File: config.mk
export PLATFORM = sky130hd
export DESIGN_NAME = ifu_prefetch_axil
export DESIGN_NICKNAME = d
export VERILOG_FILES = /design/src/rtl/ifu_prefetch_axil.sv
export SDC_FILE = /design/constraint.sdc
export NUM_CORES = 1
export LEC_CHECK = 0
export CAP_MARGIN = 10
export CORE_MARGIN = 5
export CORE_UTILIZATION = 50
export CTS_CLUSTER_SIZE = 16
export DETAILED_ROUTE_END_ITERATION = 16
export GPL_TIMING_DRIVEN = 0
export PLACE_DENSITY = 0.74
export SYNTH_ARGS = -nofsm -noshare
export SYNTH_HDL_FRONTEND = slang
export SYNTH_SLANG_ARGS = --single-unit
export TNS_END_PERCENT = 5
File: constraint.sdc
create_clock -name clk -period 3.9 [get_ports clk]
set_input_delay 0.39 -clock clk [delete_from_list [all_inputs] [get_ports clk]]
set_output_delay 0.39 -clock clk [all_outputs]
set_load 0.02 [all_outputs]
File: src/rtl/ifu_prefetch_axil.sv
// ----------------------------------------------------------------------------
// ifu_prefetch_axil
//
// Instruction fetch unit with a DEPTH-entry prefetch buffer. Sequential
// instruction words are fetched over an AXI-Lite read channel, one request
// outstanding at a time. The buffer head is presented to the decoder with a
// valid/ready handshake. A redirect flushes the buffer and restarts fetching
// at a new address; a response belonging to a request issued before the
// redirect is consumed and dropped. A non-OKAY response is delivered as a
// faulting entry and stops further fetching until the next redirect.
//
// Ports:
//   clk, rst          clock, synchronous active-high reset
//   redirect_valid    flush buffer and restart fetch at redirect_pc
//   redirect_pc       new fetch address (bits [1:0] ignored)
//   inst, inst_pc     head-of-buffer instruction word and its address
//   inst_fault        head entry came from a non-OKAY response
//   inst_valid        buffer non-empty
//   idu_ready         decoder takes the head entry this cycle
//   araddr, arvalid,
//   arready           AXI-Lite read address channel
//   rdata, rresp,
//   rvalid, rready    AXI-Lite read data channel
// ----------------------------------------------------------------------------
module ifu_prefetch_axil #(
   parameter int              XLEN     = 32,
   parameter int              DEPTH    = 4,
   parameter logic [XLEN-1:0] RESET_PC = 32'h8000_0000
) (
   input  logic            clk,
   input  logic            rst,
   input  logic            redirect_valid,
   input  logic [XLEN-1:0] redirect_pc,
   output logic [XLEN-1:0] inst,
   output logic [XLEN-1:0] inst_pc,
   output logic            inst_fault,
   output logic            inst_valid,
   input  logic            idu_ready,
   output logic [XLEN-1:0] araddr,
   output logic            arvalid,
   input  logic            arready,
   input  logic [XLEN-1:0] rdata,
   input  logic [1:0]      rresp,
   input  logic            rvalid,
   output logic            rready
);

   localparam int              PTR_W      = $clog2(DEPTH);
   localparam int              CNT_W      = PTR_W + 1;
   localparam logic [CNT_W-1:0] FULL_CNT  = CNT_W'(DEPTH);
   localparam logic [XLEN-1:0] PC_STEP    = XLEN'(4);
   localparam logic [XLEN-1:0] ALIGN_MASK = ~XLEN'(3);

   typedef enum logic [1:0] {
      IDLE,
      SEND_ADDR,
      WAIT_DATA,
      DRAIN
   } state_t;

   state_t            state, state_d;
   logic [XLEN-1:0]   fetch_pc, fetch_pc_d;
   logic [XLEN-1:0]   araddr_d;
   logic              arvalid_d, rready_d;
   logic              halted, halted_d;
   // Set when a redirect lands while the address phase is still pending, so
   // the eventual response is routed to DRAIN instead of the buffer.
   logic              flush_pend, flush_pend_d;
   logic              push, pop;

   logic [PTR_W-1:0]  wr_ptr, rd_ptr;
   logic [CNT_W-1:0]  count;

   logic [XLEN-1:0]   buf_inst  [DEPTH];
   logic [XLEN-1:0]   buf_pc    [DEPTH];
   logic              buf_fault [DEPTH];

   assign inst_valid = (count != '0);
   assign pop        = inst_valid && idu_ready;
   assign inst       = inst_valid ? buf_inst[rd_ptr]  : '0;
   assign inst_pc    = inst_valid ? buf_pc[rd_ptr]    : '0;
   assign inst_fault = inst_valid ? buf_fault[rd_ptr] : 1'b0;

   // Next-state and registered-output logic
   always_comb begin
      state_d      = state;
      fetch_pc_d   = fetch_pc;
      araddr_d     = araddr;
      arvalid_d    = arvalid;
      rready_d     = rready;
      halted_d     = halted;
      flush_pend_d = flush_pend;
      push         = 1'b0;

      unique case (state)
         IDLE: begin
            if (!halted && (count < FULL_CNT) && !redirect_valid) begin
               state_d   = SEND_ADDR;
               araddr_d  = fetch_pc;
               arvalid_d = 1'b1;
            end
         end

         SEND_ADDR: begin
            // The address phase is never withdrawn; a redirect only marks
            // the request as stale.
            if (redirect_valid) begin
               flush_pend_d = 1'b1;
            end
            if (arready) begin
               arvalid_d    = 1'b0;
               rready_d     = 1'b1;
               flush_pend_d = 1'b0;
               if (flush_pend || redirect_valid) begin
                  state_d = DRAIN;
               end else begin
                  state_d    = WAIT_DATA;
                  fetch_pc_d = fetch_pc + PC_STEP;
               end
            end
         end

         WAIT_DATA: begin
            if (rvalid) begin
               // A response coinciding with a redirect is consumed here and
               // dropped; waiting in DRAIN would wait for a beat that is gone.
               rready_d = 1'b0;
               state_d  = IDLE;
               if (!redirect_valid) begin
                  push = 1'b1;
                  if (rresp != 2'b00) begin
                     halted_d = 1'b1;
                  end
               end
            end else if (redirect_valid) begin
               state_d = DRAIN;
            end
         end

         DRAIN: begin
            if (rvalid) begin
               rready_d = 1'b0;
               state_d  = IDLE;
            end
         end

         default: begin
            state_d = IDLE;
         end
      endcase

      if (redirect_valid) begin
         fetch_pc_d = redirect_pc & ALIGN_MASK;
         halted_d   = 1'b0;
      end
   end

   // Control registers and buffer pointers
   always_ff @(posedge clk) begin
      if (rst) begin
         state      <= IDLE;
         fetch_pc   <= RESET_PC;
         araddr     <= '0;
         arvalid    <= 1'b0;
         rready     <= 1'b0;
         halted     <= 1'b0;
         flush_pend <= 1'b0;
         wr_ptr     <= '0;
         rd_ptr     <= '0;
         count      <= '0;
      end else begin
         state      <= state_d;
         fetch_pc   <= fetch_pc_d;
         araddr     <= araddr_d;
         arvalid    <= arvalid_d;
         rready     <= rready_d;
         halted     <= halted_d;
         flush_pend <= flush_pend_d;

         // A redirect wins over any push or pop in the same cycle.
         if (redirect_valid) begin
            wr_ptr <= '0;
            rd_ptr <= '0;
            count  <= '0;
         end else begin
            if (push) begin
               wr_ptr <= wr_ptr + PTR_W'(1);
            end
            if (pop) begin
               rd_ptr <= rd_ptr + PTR_W'(1);
            end
            if (push && !pop) begin
               count <= count + CNT_W'(1);
            end else if (!push && pop) begin
               count <= count - CNT_W'(1);
            end
         end
      end
   end

   // Buffer storage; contents are only meaningful below count
   always_ff @(posedge clk) begin
      if (push) begin
         buf_inst[wr_ptr]  <= rdata;
         buf_pc[wr_ptr]    <= araddr;
         buf_fault[wr_ptr] <= (rresp != 2'b00);
      end
   end

endmodule

==> impl_metrics.json, run 1 <==
{
  "grt_pass1_vias": 7841,
  "drtAntennaViolNets": 0,
  "tightestPinTransition_ns": 1.15,
  "initial_core_util_pct": 50.3,
  "drv_cap": 0,
  "r2r_cells": 8,
  "cts_root_buf": "clkbuf_16",
  "cts_setup_buffers": 0,
  "cp-end-kind": "output pin",
  "synth_cells": 833,
  "sw_frac_of_total_pct": 21.1,
  "synth_fa_ha_area_share_pct": 0.734,
  "grt_max_degree": 54,
  "syn_area_mm2": 0.0130,
  "hold_depth": 3,
  "portBuffers": 165,
  "ctsLongestPathBuffers": 3,
  "finalHoldViolCount": 0,
  "core-area_mm2": 0.0258,
  "drtPass1Iterations": 5,
  "synth_compound_area_share_pct": 4.92,
  "drive_gt1_share_pct": 13.1,
  "p_comb_share_pct": 5.4,
  "cts_tree": "done",
  "status": "completed",
  "path_clk_slew_ns": 0.06,
  "area_growth_syn_to_layout_pct": 25.6,
  "final_nets": 1121,
  "setup_violations": 0,
  "syn_avg_cell_area_um2": 15.6,
  "ctsHoldBuffers": 0,
  "slew_headroom_pct": 22.6,
  "power_density_mw_per_mm2": 454,
  "ys_seq_area_share_pct": 70.0,
  "synth-simple-area-share_pct": 10.1,
  "internal_power_w": 0.00584,
  "n_antenna_cell": 0,
  "drt_wl_total_mm": 28.2,
  "dpl.hpwl_mm": 18.4,
  "dp.cells": 1340,
  "grt_setup_unrepaired": "yes",
  "hold_path.class": "input port to register",
  "clock_latency_ns": 0.51,
  "io_pins": 172,
  "synth_cell_types": 45,
  "synth_top_family_by_area": "multiplexers",
  "routedWlPerCell_um": 20.1,
  "async_flop_share_pct": 0,
  "crit_arrival_ns": 3.40,
  "routabilityCongestion": 0.859,
  "dieArea_mm2": 0.0292,
  "p_leak_nw": 5.21,
  "crit_fanout": 10,
  "final_core_utilization_pct": 63.2,
  "max_freq_mhz": 264,
  "die_w_um": 171,
  "synth_edf_count": 252,
  "switchingPower_w": 0.00156,
  "ir_drop_uv": 384,
  "fin_skew_ns": 0.0147,
  "synth_xor_xnor_area_share_pct": 0.946,
  "die_y_um": 171,
  "num_vias": 7831,
  "place_area_mm2": 0.0152,
  "rrSetupSlack_ns": 1.32,
  "fin_crit_sh_pct": 97.3,
  "synth_seq_cells": 327,
  "grt_use_total_pct": 19.4,
  "fin_crit_ns": 3.79,
  "finalNonFillerCells": 1403,
  "row_count": 59,
  "power_frac_clock_pct": 42.5,
  "yosysWarnings": 0,
  "ys.flop_type": "edfxtp_1",
  "final_cell_area_mm2": 0.0163,
  "slew_violations": 0,
  "htree_levels": 2,
  "cts_made_buffers": 35,
  "numClockSinks": 327,
  "cp.required_ns": 3.51,
  "synth_mux_area_share_pct": 11.0,
  "grt-ovfl-total": 0,
  "drc": 0,
  "critPathKind": "register to output pin",
  "fillers": 1863,
  "antenna_found_initial": 0,
  "avgViaCountPerCell": 5.58,
  "start_kind": "register",
  "p_seq_share_pct": 52.1,
  "grt_first_pass_wirelength_mm": 44.0,
  "drt_iter0_drc": 510
}
synth_stat cells (all sizes together) (3+ instances only):
cell	instances	area, um2
a211oi	11	82.6
a21oi	41	205
a311oi	16	140
and2	67	419
and4	3	26.3
buf	18	97.6
clkbuf	37	139
dfxtp	75	1500
edfxtp	252	7570
ha	6	75.1
inv	16	60.1
mux4	63	1420
nand2	76	285
nand3	10	50.1
nand4	10	62.6
nor2	36	135
nor3	9	45.0
nor4	7	43.8
o21ai	10	50.1
o31ai	10	75.1
or2	4	25.0
or3	10	62.6
or4	11	82.6
xnor2	9	78.8
xor2	5	43.8
timing repair:
item | 4_1_cts | 5_1_grt
setup endpoints to repair | 11 | 20
resized for setup | 2 | 2
endpoints found under the hold margin | 0 | 0
state kept, by name, indices dropped and copies added (netlist names), 2 cells and up, named ones only:
name	flops
buf_inst	128
buf_pc	120
araddr	30
fetch_pc	30
buf_fault	4
count	3
rd_ptr	2
state	2
wr_ptr	2
final timing paths:
check                   from           end
max                 register      inst[28]
min          redirect_pc[20]  fetch_pc[20]
max reg2reg         state[0]      count[2]
min reg2reg     fetch_pc[31]    araddr[31]
logic make-up (layout without fill, tap and decap cells):
kind of cell	Yosys count	in the layout
AOI/OAI and AO/OA	99	99
DFF	327	327
other	1	4
buffers and inverters	72	304
adders and majority gates	7	7
and+or+nand+nor	249	249
xor gates and xnor gates	14	14
muxes	64	64
layout by cell type (no fill, tap or decap), drive strengths merged, types with 2 or more instances in the layout:
master / n
a2111oi: 2
a211oi: 11
a21oi: 41
a221oi: 2
a311oi: 16
a31oi: 2
and2: 67
and4: 3
buf: 20
clkbuf: 90
clkdlybuf4s50: 165
clkinv: 9
clkinvlp: 3
conb: 4
dfxtp: 75
edfxtp: 252
ha: 6
inv: 16
mux4: 63
nand2: 76
nand3: 10
nand4: 10
nor2: 36
nor3: 9
nor4: 7
o21ai: 10
o21bai: 2
o31ai: 10
or2: 4
or3: 10
or4: 11
xnor2: 9
xor2: 5
worst max-delay path, stage by stage, from the launching register on:
cell and delay [ns]:
dfxtp_1 0.30, clkbuf_1 0.55, buf_1 0.71, mux4_2 0.62, and2_1 0.17, clkdlybuf4s50_1 0.53
area by class of cell:
cell class	count	area (um2)	share of cell area, %
flip-flops and latches	327	9070	55.7
multi-input cells	437	3610	22.2
repair buffers	169	1760	10.8
clock buffers	52	1040	6.41
well taps	335	419	2.57
plain buffers	55	245	1.51
clock inverters	11	66.3	0.407
inverters	17	63.8	0.392
routing by layer:
layer	part of all wire, %	up-vias	wire [um]	GRT usage, %
li1	-	3618	-	-
met1	44	3872	12400	28.0
met2	46	297	13000	30.3
met3	8.0	44	2260	4.67
met4	1.7	0	465	4.44
met5	0	-	0	0
power groups by stage:
stage / Clock, W / Combinational, W / Sequential [W]
after floorplan: 0 / 0.000173 / 0.00393
after global placement: 0 / 0.000390 / 0.00393
after detailed placement: 0 / 0.000398 / 0.00393
after CTS: 0.00321 / 0.000401 / 0.00386
after global routing: 0.00337 / 0.000433 / 0.00386
final: 0.00314 / 0.000399 / 0.00386
through the flow:
step / power (W) / hold slack, ns / worst slack [ns] / TNS [ns]
after floorplan: 0.00411 / 0.438 / 1.04 / 0
after global placement: 0.00432 / 0.465 / -1.09 / -264.14
after detailed placement: 0.00433 / 0.476 / 0.496 / 0
after CTS: 0.00746 / 0.454 / -0.0172 / -0.0172
after global routing: 0.00766 / 0.475 / -0.157 / -1.24
final: 0.00740 / 0.472 / 0.105 / 0
Power figures use the tool's default switching activity.
==> run 2: changes to the inputs <==
--- a/config.mk
+++ b/config.mk
@@ -6,12 +6,11 @@
 export NUM_CORES = 1
 export LEC_CHECK = 0
 export CAP_MARGIN = 10
-export CORE_MARGIN = 5
-export CORE_UTILIZATION = 50
+export CORE_UTILIZATION = 55
 export CTS_CLUSTER_SIZE = 16
 export DETAILED_ROUTE_END_ITERATION = 16
 export GPL_TIMING_DRIVEN = 0
-export PLACE_DENSITY = 0.74
+export PLACE_DENSITY = 0.8
 export SYNTH_ARGS = -nofsm -noshare
 export SYNTH_HDL_FRONTEND = slang
 export SYNTH_SLANG_ARGS = --single-unit
==> run 2 against run 1 <==
Compared with the run above:
- power decreased by 0.66%
- wire length decreased by 4.8%
- clock power decreased by 1%
- die area decreased by 17%
- utilization increased by 7.7 points
- non-clock buffer count unchanged
- sequential power about the same
- maximum frequency increased by 1.5%
- sequential cell count unchanged
- via count about the same
- critical path depth unchanged
==> impl_metrics.json, run 2 (same netlist as run 1, synthesis figures left out) <==
{
  "reg2reg_from": "fetch_pc[5]",
  "cp-end-kind": "output pin",
  "clock_latency_ns": 0.50,
  "grt_max_degree": 51,
  "cts_tree": "done",
  "grt_setup_unrepaired": "yes",
  "worstHoldStart": "halted",
  "ctsLongestPathBuffers": 3,
  "num_vias": 7832,
  "initial_core_util_pct": 56.7,
  "htree_levels": 2,
  "multi_input_area_mm2": 0.00361,
  "core-area_mm2": 0.0228,
  "grt_first_pass_wirelength_mm": 42.1,
  "dp_slack_ns": 0.514,
  "power_frac_clock_pct": 42.1,
  "avgViaCountPerCell": 5.68,
  "power_density_mw_per_mm2": 454,
  "antenna_found_initial": 1,
  "io_pins": 172,
  "p_leak_nw": 5.19,
  "final_nets": 1120,
  "worst_slack_ns": 0.159,
  "ir_drop_uv": 328,
  "routedWlPerCell_um": 19.5,
  "dpl.hpwl_mm": 17.1,
  "area_growth_syn_to_layout_pct": 25.0,
  "row_count": 55,
  "rrSetupSlack_ns": 1.25,
  "path_clk_slew_ns": 0.06,
  "max_freq_mhz": 267,
  "p_comb_share_pct": 5.4,
  "slew_headroom_pct": 13.7,
  "portBuffers": 165,
  "final_cell_area_mm2": 0.0162,
  "cts_made_buffers": 34,
  "crit_arrival_ns": 3.35,
  "largest_reg_flops": 128,
  "cts_root_buf": "clkbuf_16",
  "critPathKind": "register to output pin",
  "crit_fanout": 10,
  "fin_crit_ns": 3.74,
  "power.total_w": 0.00735,
  "switchingPower_w": 0.00154,
  "grt-ovfl-total": 0,
  "n_antenna_cell": 0,
  "drive_gt1_share_pct": 13.0,
  "die_y_um": 156,
  "p_seq_share_pct": 52.5,
  "setup_violations": 0,
  "reg_top3": "buf_inst (128), buf_pc (120)",
  "fin_crit_sh_pct": 95.9,
  "fillers": 1561,
  "cp.required_ns": 3.51,
  "hold_path.class": "register to register",
  "drt_iter0_drc": 478,
  "drt_wl_total_mm": 26.8,
  "regArea_mm2": 0.00907,
  "grt_pass1_vias": 7764,
  "sw_frac_of_total_pct": 21.0,
  "final_cell_mix": "edfxtp_1 (252), clkdlybuf4s50_1 (165), nand2_1 (76)",
  "final_common_cell": "edfxtp_1",
  "drtPass1Iterations": 4,
  "dieArea_mm2": 0.0242,
  "fin_skew_ns": 0.0146,
  "start_kind": "register",
  "tightestPinTransition_ns": 1.28,
  "status": "completed",
  "die_w_um": 156,
  "internal_power_w": 0.00581,
  "regMostFlops": "buf_inst",
  "grt_use_total_pct": 22.9,
  "numClockSinks": 327,
  "routabilityCongestion": 0.881,
  "place_area_mm2": 0.0151,
  "finalHoldViolCount": 0,
  "drv_cap": 0,
  "drc": 0,
  "drtAntennaViolNets": 0,
  "slew_violations": 0
}
## run 2: cell count changes in the layout (fill, tap and decap cells not counted), sizes merged
cell and change:
clkinv +1, clkbuf -5, bufinv +2, inv +1, clkinvlp -2
## run 2: what timing repair did
action                     CTS  global route
buffers inserted             0             0
hold buffers                 0             0
gates resized for setup      2             2
setup endpoints to repair   12            20
hold endpoints to repair     0             0
## run 2: power groups by stage
stage	Combinational (W)	Clock [W]	Sequential, W
3_5_place_dp	0.000395	0	0.00393
3_3_place_gp	0.000386	0	0.00393
5_1_grt	0.000429	0.00328	0.00386
6_report	0.000397	0.00310	0.00386
2_1_floorplan	0.000173	0	0.00393
4_1_cts	0.000398	0.00314	0.00385
## run 2: final timing paths
kind / to / cells past startpoint
worst max register to register: fetch_pc[30] / 4
worst min register to register: halted / 2
worst min-delay path: halted / 2
worst max-delay path: inst[29] / 5
## run 2: layout make-up
cell class,instances,area share (%)
Multi-Input combinational cell,437,22.3
Clock inverter,13,0.780
Tap cell,313,2.42
Sequential cell,327,56.0
Buffer,55,1.51
Inverter,17,0.394
Timing Repair Buffer,169,10.8
Clock buffer,47,5.81
## run 2: layer usage
layer / vias to the layer above / GRT usage (%) / share of wire (%)
li1: 3607 / - / -
met3: 43 / 4.40 / 7.3
met5: - / 0 / 0
met2: 287 / 37.0 / 48
met1: 3895 / 32.1 / 43
met4: 0 / 6.35 / 2.0
## run 2: stage by stage
| step | std cells | setup TNS (ns) | util [%] | hold WS, ns |
|---|---|---|---|---|
| finish | 1378 | 0 | 70.9 | 0.480 |
| global route | 1378 | -0.266 | 70.9 | 0.486 |
| CTS | 1378 | -0.00670 | 70.9 | 0.468 |
| detailed placement | 1318 | 0 | 66.2 | 0.459 |
| global placement | 1314 | -234.11 | 65.7 | 0.460 |
| floorplan | 836 | 0 | - | 0.438 |
## run 2: worst max-delay path: stages, from the launching register on
cell and delay (ns):
dfxtp_1 0.31, clkbuf_1 0.53, buf_1 0.70, mux4_2 0.61
and2_1 0.17, clkdlybuf4s50_1 0.53
==> run 3: changes to the inputs <==
--- a/config.mk
+++ b/config.mk
@@ -5,12 +5,13 @@
 export SDC_FILE = /design/constraint.sdc
 export NUM_CORES = 1
 export LEC_CHECK = 0
+export ABC_AREA = 1
 export CAP_MARGIN = 10
 export CORE_UTILIZATION = 55
 export CTS_CLUSTER_SIZE = 16
 export DETAILED_ROUTE_END_ITERATION = 16
 export GPL_TIMING_DRIVEN = 0
-export PLACE_DENSITY = 0.8
+export PLACE_DENSITY = 0.79
 export SYNTH_ARGS = -nofsm -noshare
 export SYNTH_HDL_FRONTEND = slang
 export SYNTH_SLANG_ARGS = --single-unit
==> run 3 against run 2 <==
Compared with the run above:
- combinational power grew 100%
- maximum frequency grew 2.9%
- worst hold slack lost 0.16 ns
- sequential power grew 5%
- synthesized cell count grew 57%
- global-route usage grew 4.2 points
- critical path type unchanged
- register-to-register slack gained 0.24 ns
- utilization shrank 1.6 points
- wire length grew 28%
- non-clock buffer count grew 20
- clock skew shrank 0.0039 ns
==> impl_metrics.json, run 3 <==
{
  "die_y_um": 159,
  "crit_path_cell_trace": "buf_2 -> inv_2 -> buf_2 -> clkbuf_1 -> o21ai_0 -> a21oi_1 -> clkdlybuf4s50_1",
  "crit_arrival_ns": 3.25,
  "power_density_mw_per_mm2": 464,
  "holdPathEnd": "fetch_pc[4]",
  "largest_reg_flops": 128,
  "power.total_w": 0.00780,
  "path_clk_slew_ns": 0.07,
  "dpl.hpwl_mm": 23.1,
  "ctsLongestPathBuffers": 3,
  "p_leak_nw": 5.76,
  "cts_setup_buffers": 0,
  "fin_crit_ns": 3.64,
  "drive_gt1_share_pct": 6.50,
  "route.met3.wl_mm": 2.66,
  "yosysWarnings": 0,
  "reg2reg_to": "count[2]",
  "met1Wirelength_mm": 13.9,
  "cts_resized": 0,
  "drtAntennaViolNets": 0,
  "async_flop_share_pct": 0,
  "htree_levels": 1,
  "row_count": 57,
  "cts_root_buf": "clkbuf_16",
  "status": "completed",
  "ys_seq_area_share_pct": 66.9,
  "antenna_found_initial": 0,
  "fin_skew_ns": 0.0107,
  "ir_drop_uv": 348,
  "synth_top_area_share_pct": 55.9,
  "critPathKind": "register to output pin",
  "worstHoldStart": "rst",
  "num_vias": 10400,
  "dieArea_mm2": 0.0253,
  "synth_cell_types": 38,
  "hold_path.class": "input port to register",
  "drv_cap": 0,
  "final_cell_mix": "nor2_1 (312), edfxtp_1 (252), o21ai_0 (176)",
  "avgViaCountPerCell": 5.56,
  "routedWlPerCell_um": 18.4,
  "cpMaxStageDelayCell": "clkdlybuf4s50_1",
  "cp-end-kind": "output pin",
  "final_core_utilization_pct": 69.4,
  "final_common_cell": "nor2_1",
  "regArea_mm2": 0.00907,
  "yosys.area.top_type": "edfxtp_1",
  "grt_first_pass_wirelength_mm": 53.6,
  "rrSetupSlack_ns": 1.49,
  "die_w_um": 159,
  "fillers": 1777,
  "reg2reg_from": "state[1]",
  "drt_iter0_drc": 1036,
  "cts_tree": "done",
  "synth_seq_cells": 327,
  "grt_max_degree": 31,
  "grt_use_total_pct": 27.1,
  "routabilityCongestion": 0.924,
  "yosysMostFrequentCell": "nor2_1",
  "crit_fanout": 10,
  "ctsHoldBuffers": 0,
  "syn_avg_cell_area_um2": 10.4,
  "clock_latency_ns": 0.55,
  "portBuffers": 164,
  "synth_edf_count": 252,
  "initial_core_util_pct": 55.9,
  "setup_violations": 0,
  "grt_pass1_vias": 10200,
  "ys.flop_type": "edfxtp_1",
  "drc": 0,
  "r2r_cells": 11,
  "regMostFlops": "buf_inst",
  "slew_violations": 0,
  "slowest_delay_ns": 0.68,
  "io_pins": 172,
  "max_freq_mhz": 275,
  "grt-ovfl-total": 0,
  "multi_input_area_mm2": 0.00392,
  "n_antenna_cell": 0,
  "grt_setup_unrepaired": "no",
  "area_growth_syn_to_layout_pct": 24.2,
  "drt_wl_total_mm": 34.3,
  "cp.required_ns": 3.51,
  "cp_common_cell": "buf_2",
  "slew_headroom_pct": 48.1,
  "met2_wirelength_mm": 16.5,
  "start_kind": "register",
  "tightestPinTransition_ns": 0.776,
  "numClockSinks": 327,
  "reg_top3": "buf_inst (128), buf_pc (120)",
  "cts_made_buffers": 30,
  "final_nets": 1594,
  "syn_area_mm2": 0.0135,
  "drtPass1Iterations": 6,
  "hold_depth": 2,
  "fin_crit_sh_pct": 93.2,
  "synth_cells": 1308,
  "finalHoldViolCount": 0,
  "dr.max_layer_used": "met4",
  "ys_top_cells_by_count": "nor2_1 (316), edfxtp_1 (252), o21ai_0 (176)",
  "core-area_mm2": 0.0242,
  "ys_top_cells_by_area": "edfxtp_1 (56%), dfxtp_1 (11%), nor2_1 (8.8%), o21ai_0 (6.5%), a21oi_1 (4.6%)"
}
[run 3: changes by cell type after synthesis, moves of 11 or more]
cell,delta
nor2_1,+280
o21ai_0,+166
a21oi_1,+83
and2_1,-65
mux4_2,-63
inv_1,+55
nand2_1,+42
a311oi_1,-16
nand3_1,+15
or4_1,-11
[run 3: critical path, delay by kind of cell, from the launching register on]
| family | cells | cell delay [ns] |
|---|---|---|
| AO/OA/AOI/OAI | 2 | 0.55 |
| flip-flops | 1 | 0.30 |
| buffers and inverters | 5 | 1.85 |
[run 3: cells by family after synthesis]
family | count (synthesis) | synth area share (%)
DFF | 327 | 66.9
AOI/OAI and AO/OA | 323 | 12.3
buffers and inverters | 148 | 4.41
adders and majority gates | 7 | 0.702
other | 1 | 0.0277
xor gates and xnor gates | 10 | 0.646
and+or+nand+nor | 492 | 15.0
[run 3: worst max path at each step]
stage / startpoint / to / slack, ns / cells after the start
final: register / inst_pc[21] / 0.26 / 7
after global routing: register / inst_pc[21] / 0.12 / 7
after CTS: register / inst_pc[21] / 0.26 / 7
after detailed placement: redirect_valid / count[2] / 0.85 / 12
after global placement: redirect_valid / buf_pc[3][14] / -2.78 / 5
after floorplan: redirect_valid / buf_fault[0] / -0.15 / 4
[run 3: through the flow]
stage          cell area (um2)  setup WS [ns]  TNS (ns)  cells  hold slack [ns]
6_report                 16800          0.264         0   1863            0.320
4_1_cts                  16800          0.262         0   1863            0.317
3_3_place_gp             15600          -2.78   -679.76   1799            0.452
3_5_place_dp             15800          0.853         0   1807            0.458
5_1_grt                  16800          0.118         0   1863            0.330
2_1_floorplan            13600         -0.149    -37.54   1311            0.436
[run 3: where the power goes]
part / switching [W] / internal [W]
clock: 0.00127 / 0.00167
sequential: 0.000152 / 0.00390
combinational: 0.000472 / 0.000335
[run 3: metal layers]
layer  vias to the layer above  global-route usage [%]
met2                       494                    45.5
met1                      4887                    36.0
li1                       4890                       -
met3                        82                    3.39
met5                         -                       0
met4                         0                    10.8
[run 3: cell type report]
class	instances	area share, %
Buffer	72	1.86
Clock buffer	43	5.31
Clock inverter	13	0.684
Inverter	76	1.70
Multi-Input combinational cell	836	23.3
Sequential cell	327	53.9
Tap cell	324	2.41
Timing Repair Buffer	172	10.8
